$ cat config.mk
export PLATFORM = sky130hd
export DESIGN_NAME = imem_loader_flat
export DESIGN_NICKNAME = d
export VERILOG_FILES = /design/src/rtl/imem_loader_if.sv /design/src/rtl/imem_loader.sv /design/src/flat_wrapper.sv
export SDC_FILE = /design/constraint.sdc
export NUM_CORES = 1
export LEC_CHECK = 0
export ABC_AREA = 1
export CAP_MARGIN = 20
export CORE_AREA = 2 2 81 161
export CTS_BUF_LIST = sky130_fd_sc_hd__clkbuf_4 sky130_fd_sc_hd__clkbuf_8 sky130_fd_sc_hd__clkbuf_16
export DETAILED_ROUTE_END_ITERATION = 6
export DIE_AREA = 0 0 83 163
export PLACE_DENSITY = 0.54
export SYNTH_ARGS = -nofsm -noshare
export SYNTH_HDL_FRONTEND = slang
export SYNTH_SLANG_ARGS = --single-unit
$ cat constraint.sdc
create_clock -name clk -period 2.75 [get_ports clk]
set_input_delay 0.275 -clock clk [delete_from_list [all_inputs] [get_ports clk]]
set_output_delay 0.275 -clock clk [all_outputs]
set_load 0.005 [all_outputs]
$ cat src/rtl/imem_loader_if.sv
// Byte-stream and instruction-memory write bundle for imem_loader.
// The slave modport is the loader side; the master modport is the stream source / system side.
interface imem_loader_if #(
  parameter int ADDR_W = 8
);
  logic              start;
  logic              byte_valid;
  logic [7:0]        byte_data;
  logic              byte_ready;
  logic              imem_we;
  logic [ADDR_W-1:0] imem_addr;
  logic [31:0]       imem_wdata;
  logic              cpu_hold;
  logic              done;
  logic              error;

  modport slave (
    input  start, byte_valid, byte_data,
    output byte_ready, imem_we, imem_addr, imem_wdata, cpu_hold, done, error
  );

  modport master (
    output start, byte_valid, byte_data,
    input  byte_ready, imem_we, imem_addr, imem_wdata, cpu_hold, done, error
  );
endinterface

$ cat src/rtl/imem_loader.sv
// Program loader: parses a 16-bit word count, then writes big-endian words into instruction memory.
// Optional trailing XOR checksum byte is enabled by defining IMEM_LOADER_CHECKSUM_EN.
module imem_loader #(
  parameter int ADDR_W = 8
) (
  input  logic          clk,
  input  logic          reset,
  imem_loader_if.slave  bus
);

  typedef enum logic [2:0] {
    IDLE   = 3'd0,
    HDR_HI = 3'd1,
    HDR_LO = 3'd2,
    DATA   = 3'd3,
    WRITE  = 3'd4,
`ifdef IMEM_LOADER_CHECKSUM_EN
    CHK    = 3'd5,
`endif
    DONE   = 3'd6,
    ERR    = 3'd7
  } state_t;

`ifdef IMEM_LOADER_CHECKSUM_EN
  localparam state_t FINISH = CHK;
`else
  localparam state_t FINISH = DONE;
`endif

  localparam logic [16:0] CAPACITY = 17'd1 << ADDR_W;

  state_t            state_r;
  state_t            next_s;
  logic [15:0]       count_r;
  logic [15:0]       hdr_n_s;
  logic [ADDR_W:0]   word_cnt_r;
  logic [1:0]        byte_idx_r;
  logic [23:0]       asm_r;
  logic              accept_s;
  logic              last_word_s;
  logic              ready_r;
  logic              done_r;
  logic              error_r;
  logic              hold_r;
  logic              we_r;
  logic [ADDR_W-1:0] addr_r;
  logic [31:0]       wdata_r;
`ifdef IMEM_LOADER_CHECKSUM_EN
  logic [7:0]        xor_r;
`endif

  assign accept_s    = bus.byte_valid && ready_r;
  assign last_word_s = ({1'b0, count_r} == (17'(word_cnt_r) + 17'd1));

  assign bus.byte_ready = ready_r;
  assign bus.done       = done_r;
  assign bus.error      = error_r;
  assign bus.cpu_hold   = hold_r;
  assign bus.imem_we    = we_r;
  assign bus.imem_addr  = addr_r;
  assign bus.imem_wdata = wdata_r;

  // State register
  always_ff @(posedge clk or posedge reset) begin
    if (reset) begin
      state_r <= IDLE;
    end else begin
      state_r <= next_s;
    end
  end

  // Next-state decode
  always_comb begin
    next_s  = state_r;
    hdr_n_s = {count_r[15:8], bus.byte_data};
    case (state_r)
      IDLE: begin
        if (bus.start) next_s = HDR_HI;
        else           next_s = IDLE;
      end
      HDR_HI: begin
        if (accept_s) next_s = HDR_LO;
        else          next_s = HDR_HI;
      end
      HDR_LO: begin
        if (!accept_s)                     next_s = HDR_LO;
        else if (hdr_n_s == 16'd0)         next_s = FINISH;
        else if ({1'b0, hdr_n_s} > CAPACITY) next_s = ERR;
        else                               next_s = DATA;
      end
      DATA: begin
        if (accept_s && (byte_idx_r == 2'd3)) next_s = WRITE;
        else                                  next_s = DATA;
      end
      WRITE: begin
        if (last_word_s) next_s = FINISH;
        else             next_s = DATA;
      end
`ifdef IMEM_LOADER_CHECKSUM_EN
      CHK: begin
        if (!accept_s)                  next_s = CHK;
        else if (bus.byte_data == xor_r) next_s = DONE;
        else                            next_s = ERR;
      end
`endif
      DONE, ERR: begin
        if (bus.start) next_s = HDR_HI;
        else           next_s = state_r;
      end
      default: next_s = IDLE;
    endcase
  end

  // Status outputs registered from the upcoming state so they track the state register exactly
  always_ff @(posedge clk or posedge reset) begin
    if (reset) begin
      ready_r <= 1'b0;
      done_r  <= 1'b0;
      error_r <= 1'b0;
      hold_r  <= 1'b1;
    end else begin
`ifdef IMEM_LOADER_CHECKSUM_EN
      ready_r <= (next_s == HDR_HI) || (next_s == HDR_LO) || (next_s == DATA) || (next_s == CHK);
`else
      ready_r <= (next_s == HDR_HI) || (next_s == HDR_LO) || (next_s == DATA);
`endif
      done_r  <= (next_s == DONE);
      error_r <= (next_s == ERR);
      hold_r  <= (next_s != DONE);
    end
  end

  // Header capture, word assembly, word index and memory write port
  always_ff @(posedge clk or posedge reset) begin
    if (reset) begin
      count_r    <= 16'd0;
      word_cnt_r <= '0;
      byte_idx_r <= 2'd0;
      asm_r      <= 24'd0;
      we_r       <= 1'b0;
      addr_r     <= '0;
      wdata_r    <= 32'd0;
`ifdef IMEM_LOADER_CHECKSUM_EN
      xor_r      <= 8'd0;
`endif
    end else begin
      we_r <= 1'b0;
      case (state_r)
        IDLE, DONE, ERR: begin
          if (bus.start) begin
            word_cnt_r <= '0;
            byte_idx_r <= 2'd0;
`ifdef IMEM_LOADER_CHECKSUM_EN
            xor_r      <= 8'd0;
`endif
          end
        end
        HDR_HI: begin
          if (accept_s) count_r[15:8] <= bus.byte_data;
        end
        HDR_LO: begin
          if (accept_s) count_r[7:0] <= bus.byte_data;
        end
        DATA: begin
          if (accept_s) begin
            asm_r      <= {asm_r[15:0], bus.byte_data};
            byte_idx_r <= byte_idx_r + 2'd1;
`ifdef IMEM_LOADER_CHECKSUM_EN
            xor_r      <= xor_r ^ bus.byte_data;
`endif
            // First byte received sits in bits [31:24]
            if (byte_idx_r == 2'd3) begin
              we_r    <= 1'b1;
              addr_r  <= word_cnt_r[ADDR_W-1:0];
              wdata_r <= {asm_r, bus.byte_data};
            end
          end
        end
        WRITE: begin
          word_cnt_r <= word_cnt_r + 1'b1;
        end
        default: begin
        end
      endcase
    end
  end

endmodule

$ cat src/flat_wrapper.sv
// flat-port wrapper written by rule: the top's interface ports become plain ports
module imem_loader_flat 
#(
  parameter int ADDR_W = 8
)
  (clk, reset, bus_start, bus_byte_valid, bus_byte_data, bus_byte_ready, bus_imem_we, bus_imem_addr, bus_imem_wdata, bus_cpu_hold, bus_done, bus_error);
  imem_loader_if #(.ADDR_W(ADDR_W)) bus_i ();
  input  logic clk;
  input  logic reset;
  input wire logic [$bits(bus_i.start)-1:0] bus_start;
  input wire logic [$bits(bus_i.byte_valid)-1:0] bus_byte_valid;
  input wire logic [$bits(bus_i.byte_data)-1:0] bus_byte_data;
  output wire logic [$bits(bus_i.byte_ready)-1:0] bus_byte_ready;
  output wire logic [$bits(bus_i.imem_we)-1:0] bus_imem_we;
  output wire logic [$bits(bus_i.imem_addr)-1:0] bus_imem_addr;
  output wire logic [$bits(bus_i.imem_wdata)-1:0] bus_imem_wdata;
  output wire logic [$bits(bus_i.cpu_hold)-1:0] bus_cpu_hold;
  output wire logic [$bits(bus_i.done)-1:0] bus_done;
  output wire logic [$bits(bus_i.error)-1:0] bus_error;
  assign bus_i.start = bus_start;
  assign bus_i.byte_valid = bus_byte_valid;
  assign bus_i.byte_data = bus_byte_data;
  assign bus_byte_ready = bus_i.byte_ready;
  assign bus_imem_we = bus_i.imem_we;
  assign bus_imem_addr = bus_i.imem_addr;
  assign bus_imem_wdata = bus_i.imem_wdata;
  assign bus_cpu_hold = bus_i.cpu_hold;
  assign bus_done = bus_i.done;
  assign bus_error = bus_i.error;
  imem_loader #(.ADDR_W(ADDR_W)) u_core (.clk(clk), .reset(reset), .bus(bus_i));
endmodule
==> results by group, run 1 <==
Run status
  • Outcome: finished, final reports clean

STA
  • RSZ-0062 raised after global routing: false
  • Highest clock rate: 512 MHz
  • Fin crit period: 1950 ps
  • Period utilisation layout: 71.0%
  • Worst-Margin Slew: 639 ps
  • Slew Limit Fails: 0
  • Fin. Hold Viols: 0
  • Skew final: 7.73 ps
  • Setup violators final: 0
  • Slew headroom: 57.3%
  • Setup TNS: 0 ps

Clocking
  • Post-CTS setup buffers: 0
  • Clk_lat worst skew: 340 ps
  • Clock transition at the registers of the reported paths: 60 ps
  • H-tree levels: 3
  • CTS Buf Count: 9
  • TritonCTS clock tree: done
  • Root Buffer: clkbuf_16
  • Clock Path Buffers: 2
  • Post-cts gate resize count: 0
  • Clk sink count: 99
  • Hold Buf Count CTS: 0

Synth
  • Net count after synthesis: 490
  • Count leader, synth: nand2_1
  • Synth Register Bits: 99
  • Asr flop ratio synth: 100%
  • Area leader, netlist: dfrtp_1
  • Avg Cell Area, Syn: 8.86 sq um
  • Post-Syn Area: 4220 sq um
  • Synth top area cells: dfrtp_1 (58%), nand2_1 (13%), o21ai_0 (8.7%)
  • Synth top area share: 58.2%
  • Synth warnings: 0
  • Synth Flop Type: dfrtp_1
  • Commonest cells in the netlist: nand2_1 (143), dfrtp_1 (98), o21ai_0 (73), inv_1 (53), nand3_1 (20)
  • Post-Synthesis Cells: 476
  • Post-synth cell types: 29
  • Post-synth EDFFs: 0
  • Sequential fraction of the synthesis area: 58.8%

Die
  • Die footprint: 13500 sq um
  • Rows: 58
  • Die Y: 163 um
  • Core area: 12400 sq um
  • Initial core utilization: 34.0%
  • IO Count: 57
  • DIE WIDTH: 83 um

Place
  • Routability cong.: 0.771
  • Detail Placement HPWL: 6480 um
  • Count of input and output buffers: 56
  • Placed Cells: 674

Setup path
  • Critical path type: reg2reg
  • Critical Path Start Type: flop
  • End of the worst register-to-register path: u_core.bus.error$_DFF_PP0_
  • Critical Path RT: 2980 ps
  • CP endpoint kind: flop
  • WP data arrival: 2190 ps
  • Reg2Reg Depth: 14
  • Reg-to-reg slack, setup: 800 ps
  • Critical path fanouts, max: 6
  • RR Startpoint: u_core.word_cnt_r[0]$_DFFE_PP0P_

Detailed routing
  • Drt wl/cell: 13.3 um
  • # DRC: 0
  • Iter 0 DRT Violations: 174
  • Via density per instance: 4.67
  • Remaining antenna violation count after routing: 0
  • Routed vias: 3217
  • Final Routed Wirelength: 9160 um
  • First-pass DRT Iterations: 5

Global routing
  • Number of global-route vias before repair: 3157
  • Initial antenna violation count: 0
  • Remaining global-route overflow: 0
  • First-pass GRT wire length: 15400 um
  • Largest net degree at the start of global routing: 54
  • Gr usage total: 14.3%

Pwr
  • Peak supply drop: 0.441 mV
  • Pleak: 2.42 nW
  • Cell area power density: 987 nW/um^2

Run
  • MaxCap Viol Count: 0

Final layout
  • # fillers: 1245
  • Fin nets: 549
  • Layout area overhead: 25.1%
  • Antenna diodes: 0
  • Non-filler instance count after layout: 689
  • Layout cells sized above 1: 10.4%

Hold path
  • Worst hold path class: in2async
## logic make-up (layout without fill, tap and decap cells)
kind of cell | Yosys count | after routing | synth area share, %
and+or+nand+nor | 206 | 206 | 21.9
DFF | 99 | 99 | 58.8
AOI/OAI and AO/OA | 92 | 92 | 11.5
buffers and inverters | 75 | 138 | 6.74
adders and majority gates | 2 | 2 | 0.594
xor gates and xnor gates | 2 | 2 | 0.416
## metal layers
metal / share of wire, % / vias to the layer above / global-route usage [%]
met5: 0 / - / 0
met4: 1.3 / 0 / 4.69
met3: 4.0 / 10 / 3.60
met2: 47 / 76 / 21.7
met1: 48 / 1501 / 20.0
li1: - / 1630 / -
## state kept, by name, summed over array words and instances (netlist names), 2 cells and up
| signal | count |
|---|---|
| u_core.byte_idx_r | 2 |
| u_core.word_cnt_r | 9 |
| u_core.state_r | 3 |
| u_core.bus.imem_addr | 8 |
| u_core.bus.imem_wdata | 32 |
| u_core.count_r | 16 |
| u_core.asm_r | 24 |
## critical path, stage by stage, from the launching register on
cell     delay, ps
dfrtp_1        460
ha_1           250
nand2_2        110
nor2_4         210
nand2_2         80
nand2_2         70
nand3_1         70
nand2_1         80
nand2_1         60
nor2_2         130
nand2_1         80
nand2_2         80
nand2_2         70
nand2_1         60
nor2_1          40
## metrics by stage
stage	area, sq um	power [mW]	util (%)	worst slack (ps)	hold slack, ps
6_report	5270	5.21	42.5	798	263
3_3_place_gp	4980	4.01	40.2	754	460
3_5_place_dp	4980	4.05	40.2	715	471
2_1_floorplan	4220	3.28	-	1030	396
4_1_cts	5270	5.28	42.5	796	273
5_1_grt	5270	5.61	42.5	598	300
## final cells by class
class / instances / area (sq um) / area share [%]
timing repair buffer: 62 / 631 / 12.0
sequential: 99 / 2480 / 47.0
tap: 150 / 188 / 3.56
inverter: 61 / 233 / 4.41
clock inverter: 3 / 21.3 / 0.403
multi-input combinational: 302 / 1460 / 27.6
clock buffer: 12 / 267 / 5.05
## cell usage in the layout, fill, tap and decap left out
master / n
ha_1: 2
a22oi_1: 1
inv_1: 52
o21a_1: 1
nand4_4: 1
nor3_2: 1
dfrtp_1: 98
clkbuf_16: 9
o21ai_1: 8
nand2_1: 142
clkinv_2: 1
clkdlybuf4s50_1: 56
nor2_2: 5
clkinvlp_4: 2
nor3_4: 1
dfstp_2: 1
a21oi_4: 1
inv_6: 1
inv_2: 7
nand3_2: 2
nor2_4: 3
xnor2_1: 2
nand4_1: 4
o22ai_1: 7
o21ai_0: 73
a21oi_1: 1
nor2_1: 11
buf_12: 2
nor3_1: 4
buf_4: 4
clkbuf_8: 3
or2_2: 3
nand2_2: 9
nand3_1: 20
clkinv_1: 1
## worst max-delay path by stage
stage / start / endpoint / cells past startpoint / slack [ps]
final: u_core.word_cnt_r[0]$_DFFE_PP0P_ / u_core.bus.error$_DFF_PP0_ / 14 / 800
after global routing: u_core.word_cnt_r[0]$_DFFE_PP0P_ / u_core.bus.error$_DFF_PP0_ / 14 / 600
after CTS: u_core.word_cnt_r[0]$_DFFE_PP0P_ / u_core.bus.error$_DFF_PP0_ / 14 / 800
after detailed placement: bus_byte_valid / u_core.bus.imem_wdata[8]$_DFFE_PP0P_ / 7 / 710
after global placement: bus_byte_valid / u_core.bus.imem_wdata[8]$_DFFE_PP0P_ / 7 / 750
after floorplan: u_core.word_cnt_r[0]$_DFFE_PP0P_ / u_core.bus.error$_DFF_PP0_ / 12 / 1030
## power breakdown
part | internal (mW) | switching (mW) | total, mW
Combinational | 0.806 | 0.844 | 1.65
Sequential | 1.99 | 0.355 | 2.34
Clock | 0.684 | 0.527 | 1.21
Total | 3.48 | 1.73 | 5.21
(Power assumes the default switching activity.)
==> inputs of run 2 (changes only) <==
--- a/config.mk
+++ b/config.mk
@@ -11,7 +11,7 @@
 export CTS_BUF_LIST = sky130_fd_sc_hd__clkbuf_4 sky130_fd_sc_hd__clkbuf_8 sky130_fd_sc_hd__clkbuf_16
 export DETAILED_ROUTE_END_ITERATION = 6
 export DIE_AREA = 0 0 83 163
-export PLACE_DENSITY = 0.54
+export PLACE_DENSITY = 0.52
 export SYNTH_ARGS = -nofsm -noshare
 export SYNTH_HDL_FRONTEND = slang
 export SYNTH_SLANG_ARGS = --single-unit
==> constraint.sdc (replaced) <==
create_clock -name clk -period 1.8 [get_ports clk]
set_input_delay 0.18 -clock clk [delete_from_list [all_inputs] [get_ports clk]]
set_output_delay 0.18 -clock clk [all_outputs]
set_load 0.005 [all_outputs]
==> run 2 against run 1 <==
Against the previous run: critical path depth is the same; global-route usage increased by 0.41 points; non-clock buffer count increased by 22; wire length grew 2.3%; largest power group unchanged; design area increased by 5.7%; final cell count rose by 3.3%; highest routed layer unchanged; register-to-register slack got worse by 780 ps; die area is the same; sequential cell count unchanged.
==> results by group, run 2 (synthesis results as in run 1) <==
Run status
  • Outcome: finished, final reports clean

Clocking
  • TritonCTS clock tree: done
  • Clock transition at the registers of the reported paths: 70 ps
  • Root Buffer: clkbuf_16
  • Clk sink count: 99
  • Hold Buf Count CTS: 0
  • Clk_lat worst skew: 350 ps
  • H-tree levels: 3
  • Clock Path Buffers: 2
  • CTS Buf Count: 9

Die
  • Rows: 58
  • Die Y: 163 um
  • Die footprint: 13500 sq um
  • IO Count: 57
  • DIE WIDTH: 83 um
  • Core area: 12400 sq um
  • Initial core utilization: 34.0%

Final layout
  • Commonest non-fill, non-tap cell in the layout: nand2_1
  • Layout area overhead: 32.2%
  • Non-filler instance count after layout: 712
  • Largest register FFs: 32
  • Antenna diodes: 0
  • Fin nets: 571
  • Final Core Density: 44.9%
  • Layout cells sized above 1: 16.9%
  • Most frequent cells in the layout: nand2_1 (133), dfrtp_1 (97), o21ai_0 (73), clkdlybuf4s50_1 (56), inv_1 (51)

Pwr
  • Cell area power density: 1500 nW/um^2
  • Peak supply drop: 0.676 mV
  • Pleak: 2.55 nW
  • Clk pwr share: 23.8%
  • Comb power frac: 33.4%
  • Internal power: 5.52 mW
  • Switching share of power: 34.0%
  • Reg power frac: 42.8%
  • P_sw: 2.85 mW

Setup path
  • Critical path fanouts, max: 3
  • CP endpoint kind: flop
  • Reg2Reg Depth: 14
  • Critical Path Start Type: flop
  • Critical path type: reg2reg
  • WP data arrival: 2020 ps
  • Critical Path RT: 2040 ps

Global routing
  • Number of global-route vias before repair: 3231
  • First-pass GRT wire length: 15900 um
  • Largest net degree at the start of global routing: 36
  • Gr usage total: 14.7%
  • Initial antenna violation count: 0
  • Remaining global-route overflow: 0

Place
  • Routability cong.: 0.781
  • Detail Placement HPWL: 6620 um
  • Placement Setup Slack: 34.5 ps
  • Count of input and output buffers: 56
  • Placed Cells: 694

Run
  • MaxCap Viol Count: 0

Detailed routing
  • Remaining antenna violation count after routing: 0
  • # DRC: 0
  • Final Routed Wirelength: 9380 um
  • Drt wl/cell: 13.2 um
  • First-pass DRT Iterations: 6
  • Routed vias: 3289
  • Via density per instance: 4.62
  • Iter 0 DRT Violations: 160

STA
  • Worst-Margin Slew: 473 ps
  • Setup TNS: 0 ps
  • Skew final: 11.8 ps
  • RSZ-0062 raised after global routing: true
  • Fin crit period: 1780 ps
  • Fin. Hold Viols: 0
  • Slew headroom: 68.4%
  • Highest clock rate: 562 MHz
  • Slew Limit Fails: 0
  • Setup violators final: 0
  • Setup WS post-layout: 21.8 ps
  • Period utilisation layout: 98.8%

Hold path
  • Worst hold path class: in2async
-- run 2: path summary, 6_finish.rpt --
check,endpoint,slack (ps),from
max,u_core.bus.error$_DFF_PP0_,20,u_core.word_cnt_r[1]$_DFFE_PP0P_
min reg2reg,u_core.asm_r[21]$_DFFE_PP0P_,480,u_core.asm_r[13]$_DFFE_PP0P_
min in group clk,u_core.count_r[2]$_DFFE_PP0P_,440,bus_byte_data[2]
max reg2reg,u_core.bus.error$_DFF_PP0_,20,u_core.word_cnt_r[1]$_DFFE_PP0P_
max in group asynchronous,u_core.bus.cpu_hold$_DFF_PP1_,1040,reset
min,u_core.bus.imem_wdata[17]$_DFFE_PP0P_,200,reset
-- run 2: critical path, stage by stage (launching register included) --
cell     delay (ps)
dfrtp_1         420
ha_4            290
inv_2            40
nand2_2          50
nand2_2          50
nor2_2           90
nand2_1          50
nor2_1          100
nand3_1         110
nor2_4          150
nand2_2          60
nand2_2          90
nand2_2          80
nand2_2          60
nor2_1           30
-- run 2: cell type report --
cell class / count / area, sq um
Fill cell: 1211 / 6840
Inverter: 61 / 233
Timing Repair Buffer: 84 / 828
Clock inverter: 7 / 82.6
Clock buffer: 9 / 225
Sequential cell: 99 / 2480
Tap cell: 150 / 188
Multi-Input combinational cell: 302 / 1540
-- run 2: timing repair --
action,CTS,global route
resized for setup,0,24
buffers inserted,0,2
setup endpoints to repair,0,5
-- run 2: routing by layer --
layer,up-vias,GRT usage [%],part of all wire (%)
li1,1675,-,-
met1,1548,20.6,48
met2,57,22.8,47
met3,9,2.23,2.9
met4,0,5.81,1.6
met5,-,0,0
-- run 2: power by group through the flow --
stage	registers [mW]	logic (mW)	clock network, mW
floorplan	3.52	1.49	0
global placement	3.60	2.64	0
detailed placement	3.60	2.67	0
CTS	3.57	2.70	2.05
global route	3.69	3.21	2.13
finish	3.58	2.80	1.99
-- run 2: metrics by stage --
stage                     total power [mW]  hold slack (ps)  area [sq um]
after floorplan                       5.01              301          4220
after detailed placement              6.27              468          5160
after global placement                6.24              459          5160
final                                 8.37              203          5570
after global routing                  9.03              233          5570
after CTS                             8.32              208          5470
